===== src/rtl/gen_event_collector.sv =====
// rtl/gen_event_collector.sv - timestamps per-lane event pulses and drains them as a valid/ready report stream
// Optional feature macro: GEN_EVENT_COLLECTOR_DONE_EN (adds done_o / seen_o completion tracking)
module gen_event_collector #(
  parameter int NUM_LANES = 5,
  parameter int TS_W      = 16
) (
  input  logic                                       clk,
  input  logic                                       rst,
  input  logic [NUM_LANES-1:0]                       ev_i,
  output logic                                       rpt_valid,
  input  logic                                       rpt_ready,
  output logic [((NUM_LANES > 1) ? $clog2(NUM_LANES) : 1)-1:0] rpt_lane,
  output logic [TS_W-1:0]                            rpt_time,
`ifdef GEN_EVENT_COLLECTOR_DONE_EN
  output logic                                       done_o,
  output logic [NUM_LANES-1:0]                       seen_o,
`endif
  output logic [NUM_LANES-1:0]                       ovf_o
);

  localparam int LANE_W = (NUM_LANES > 1) ? $clog2(NUM_LANES) : 1;

  logic [TS_W-1:0]      ts_cnt;
  logic [NUM_LANES-1:0] pending;
  logic [TS_W-1:0]      ts_q [NUM_LANES];

  logic                 slot_free;
  logic                 found;
  logic                 load;
  logic [LANE_W-1:0]    sel;
  logic [TS_W-1:0]      sel_ts;
  logic [NUM_LANES-1:0] take;

  always_ff @(posedge clk) begin
    if (rst) ts_cnt <= '0;
    else     ts_cnt <= ts_cnt + 1'b1;
  end

  // Fixed priority: the lowest-index pending lane wins the free slot.
  always_comb begin
    slot_free = !rpt_valid || rpt_ready;
    found     = 1'b0;
    sel       = '0;
    sel_ts    = '0;
    take      = '0;
    for (int i = 0; i < NUM_LANES; i++) begin
      if (pending[i] && !found) begin
        found   = 1'b1;
        sel     = LANE_W'(i);
        sel_ts  = ts_q[i];
        take[i] = 1'b1;
      end
    end
    load = slot_free && found;
  end

  for (genvar g = 0; g < NUM_LANES; g++) begin : g_lane
    logic            pend_r;
    logic            ovf_r;
    logic [TS_W-1:0] ts_r;
    logic            leaving;

    // A lane handing its event to the slot this edge can accept a new one.
    assign leaving = load && take[g];

    always_ff @(posedge clk) begin
      if (rst) begin
        pend_r <= 1'b0;
        ovf_r  <= 1'b0;
        ts_r   <= '0;
      end else if (ev_i[g]) begin
        if (!pend_r || leaving) begin
          pend_r <= 1'b1;
          ts_r   <= ts_cnt;
        end else begin
          ovf_r  <= 1'b1;
        end
      end else if (leaving) begin
        pend_r <= 1'b0;
      end
    end

    assign pending[g] = pend_r;
    assign ovf_o[g]   = ovf_r;
    assign ts_q[g]    = ts_r;
  end

  always_ff @(posedge clk) begin
    if (rst) begin
      rpt_valid <= 1'b0;
      rpt_lane  <= '0;
      rpt_time  <= '0;
    end else if (slot_free) begin
      if (found) begin
        rpt_valid <= 1'b1;
        rpt_lane  <= sel;
        rpt_time  <= sel_ts;
      end else begin
        rpt_valid <= 1'b0;
      end
    end
  end

`ifdef GEN_EVENT_COLLECTOR_DONE_EN
  always_ff @(posedge clk) begin
    if (rst) begin
      seen_o <= '0;
      done_o <= 1'b0;
    end else begin
      if (rpt_valid && rpt_ready) seen_o[rpt_lane] <= 1'b1;
      done_o <= &seen_o;
    end
  end
`endif

endmodule


===== config.mk =====
export PLATFORM = sky130hd
export DESIGN_NAME = gen_event_collector
export DESIGN_NICKNAME = d
export VERILOG_FILES = /design/src/rtl/gen_event_collector.sv
export SDC_FILE = /design/constraint.sdc
export NUM_CORES = 1
export LEC_CHECK = 0
export BUFFER_PORTS_ARGS = -buffer_cell sky130_fd_sc_hd__buf_2
export CAP_MARGIN = 10
export CORE_UTILIZATION = 55
export CTS_BUF_LIST = sky130_fd_sc_hd__clkbuf_4 sky130_fd_sc_hd__clkbuf_8 sky130_fd_sc_hd__clkbuf_16
export CTS_CLUSTER_DIAMETER = 120
export DETAILED_ROUTE_END_ITERATION = 6
export PLACE_DENSITY = 0.72
export SLEW_MARGIN = 30
export SYNTH_ARGS = -nofsm -noshare
export SYNTH_HDL_FRONTEND = slang
export SYNTH_SLANG_ARGS = --single-unit

===== constraint.sdc =====
create_clock -name clk -period 4.35 [get_ports clk]
set_input_delay 0.2175 -clock clk [delete_from_list [all_inputs] [get_ports clk]]
set_output_delay 0.2175 -clock clk [all_outputs]
set_load 0.05 [all_outputs]

==> summary.md <==
| Metric | Value |
|---|---|
| Distinct cell type count of the synthesized netlist | 43 |
| Logic depth of the worst register-to-register path | 4 |
| Number of flip-flops and latches in the synthesized netlist | 126 |
| Total overflow reported by the global router | 0 |
| Cell Pwr Density | 464 nW/µm² |
| Setup slack on the worst flop-to-flop path | 1.83 ns |
| Largest net degree at the start of global routing | 99 |
| Final number of setup-violating endpoints | 0 |
| Cells after synthesis | 644 |
| Hold WC Path Type | in2reg |
| Worst flop-to-flop path endpoint | g_lane[4].ts_r[13] |
| Detailed-route wire length per cell | 17.1 µm |
| CTS Buffer Depth | 2 |
| Initial cell density of the core | 0.568 |
| TritonCTS buffer count | 17 |
| Final cycle utilization of the critical path | 0.579 |
| Static leakage | 2.30 nW |
| Vias per std cell | 5.93 |
| Critical path type | reg2reg |
| Top library cells by usage in the layout, fill and taps aside | 126 x dfxtp_1, 108 x a21oi_1, 60 x nor2_1, 50 x nand2b_1, 48 x mux2i_1 |
| Worst clock skew | 0.00639 ns |
| Die H | 102 µm |
| Share of Yosys cell area claimed by the top area cell type | 0.455 |
| Setup ws final | 1.83 ns |
| Total count of hold-check failures in the final report | 0 |
| Avg Inst Size Synth | 8.61 µm² |
| Top achievable clock speed | 397 MHz |
| Termination of the worst setup path | g_lane[4].ts_r[13] |
| Critical Path Fanout Max | 22 |
| Leading cell types by total area after synthesis | dfxtp_1 45%, a21oi_1 9.7%, mux2i_1 8.7%, nand2b_1 5.8%, nor2_1 4.1% |
| DRC Markers | 0 |
| Std cell rows | 36 |
| Worst setup EP type | flip-flop |
| Clock latency on the worst-skew pair | 0.52 ns |
| Most common cell after layout, fill and taps aside | dfxtp_1 |
| Die ar. | 10500 µm² |
| Number of pins exceeding their max-slew limit in the final report | 0 |
| Synthesized net count | 653 |
| Status | finished clean |
| Number of fill cells | 819 |
| IO Port Bufs | 32 |
| Worst Setup Start Kind | flip-flop |
| Top cell type by total area after synthesis | dfxtp_1 |
| Number of H-tree levels | 4 |
| Slew at the pin closest to its max-slew limit | 0.866 ns |
| Post-layout instance area | 6250 µm² |
| Global-route wire length before repair | 21.8 mm |
| Routed WL | 13.5 mm |
| Clock transition at the registers of the reported paths | 0.06 ns |
| Critical Path AT | 2.96 ns |
| CTS tree | yes |
| Number of optimization iterations in the first detailed-route pass | 5 |
| IR drop worst, VDD | 0.231 mV |
| Startpoint of the most critical register-to-register path | g_lane[2].pend_r |
| Core region area | 9770 µm² |
| Overall track demand over capacity in global routing | 0.276 |
| HPWL after DPL | 8.32 mm |
| CTS sink cnt | 126 |
| Max Cap Violations | 0 |
| Post-layout net count | 651 |
| Vias post-DR | 4664 |
| Routed Antenna Nets | 0 |
| Layout cell share with drive strength beyond 1 | 0.124 |
| Antenna violations before repair | 0 |
| Die span in x | 102 µm |
| Count of boundary I/O pins | 33 |
| Pre-CTS WS | 1.85 ns |
| Placed standard-cell area | 5630 µm² |
| Final weighted congestion of routability-driven global placement | 0.839 |
| Max transition margin | 0.423 |
| Number of warnings issued by yosys | 0 |
| Setup Total Neg Slack | 0 ns |
| Number of global-route vias before repair | 4265 |
| Setup repair after global routing missed its margin | no |
| Crit path time final | 2.52 ns |
| Antenna diode count | 0 |
| Clk root buf | clkbuf_8 |
| Data required time of the critical path | 4.80 ns |
| Area added between synthesis and finish | 12.7% |
| Fraction of the yosys area taken by sequential cells | 0.455 |
| Post-synth design cell area | 5550 µm² |
| CP Launch Point | g_lane[2].pend_r |
| Number of DRC violations after detailed-routing iteration 0 | 316 |
==> Yosys cell counts (all sizes together) <==
cell type	instances
dfxtp	126
a21oi	108
nor2	60
nand2b	51
mux2i	48
clkbuf	37
o21ai	37
nand3	36
buf	25
inv	22
nand2	22
a311oi	16
nand3b	16
xnor2	5
nor3	4
xor2	4
nand4	3
nor2b	3
nor4	3
a211oi	2
a21boi	2
a31oi	2
o21a	2
a31o	1
a41o	1
and4	1
ha	1
nor4b	1
o211ai	1
o31ai	1
o41a	1
or3	1
or4	1
==> through the flow <==
step	util	std cells	power [mW]	hold WS, ns
after floorplan	-	644	1.46	0.335
after global placement	0.572	752	1.51	0.446
after detailed placement	0.576	753	1.51	0.453
after CTS	0.640	787	2.91	0.127
after global routing	0.640	787	2.99	0.158
final	0.640	787	2.90	0.151
==> area by class of cell <==
class / count / area, µm² / area share
clock buffers: 26 / 519 / 0.0830
flip-flops and latches: 126 / 2520 / 0.403
inverters: 22 / 82.6 / 0.0132
well taps: 133 / 166 / 0.0266
multi-input cells: 434 / 2640 / 0.423
clock inverters: 5 / 77.6 / 0.0124
repair buffers: 41 / 241 / 0.0386
==> critical path, stage by stage, from the launching register on <==
cell and delay (ns):
dfxtp_1 0.59, or4_4 0.78, o21a_1 0.27, nor2b_4 0.52
mux2i_1 0.27
==> worst min-delay path by stage <==
stage	start	cells after the start	slack (ns)	end
after floorplan	ev_i[0]	2	0.33	g_lane[0].pend_r
after global placement	g_lane[0].ovf_r	2	0.45	g_lane[0].ovf_r
after detailed placement	g_lane[0].ovf_r	2	0.45	g_lane[0].ovf_r
after CTS	ev_i[1]	3	0.13	g_lane[1].ts_r[9]
after global routing	ev_i[2]	3	0.16	g_lane[2].ts_r[0]
final	ev_i[1]	3	0.15	g_lane[1].ts_r[9]
==> sequential cells by signal (all words and copies together) (netlist names) <==
register	count
g_lane.ts_r	80
rpt_time	16
ts_cnt	16
g_lane.ovf_r	5
g_lane.pend_r	5
rpt_lane	3
rpt_valid	1
==> what timing repair did <==
item                       in CTS  in global routing
hold buffers                    3                  0
setup endpoints to repair       0                  0
gates resized for setup         0                  0
hold endpoints to repair        5                  0
setup buffers                   0                  0
==> kinds of logic after synthesis <==
group | share of synthesized area
AO/OA/AOI/OAI | 0.177
flip-flops | 0.455
AND/OR/NAND/NOR | 0.191
multiplexers | 0.0866
buffers and inverters | 0.0737
adder cells (fa/ha/maj) | 0.00225
XOR/XNOR | 0.0142
==> per-layer routing <==
layer,global-route usage,share of wire,vias to the layer above
met1,0.381,0.44,2243
met2,0.418,0.46,169
met4,0.114,0.021,0
li1,-,-,2229
met3,0.0588,0.074,23
met5,0,0,-
==> power by group <==
part | leakage (nW) | switching, mW | internal [mW]
logic | 0.978 | 0.198 | 0.0819
clock network | 0.298 | 0.486 | 0.921
registers | 1.02 | 0.0283 | 1.19
total | 2.30 | 0.712 | 2.19
No activity file was read; power rests on OpenSTA's default activity.
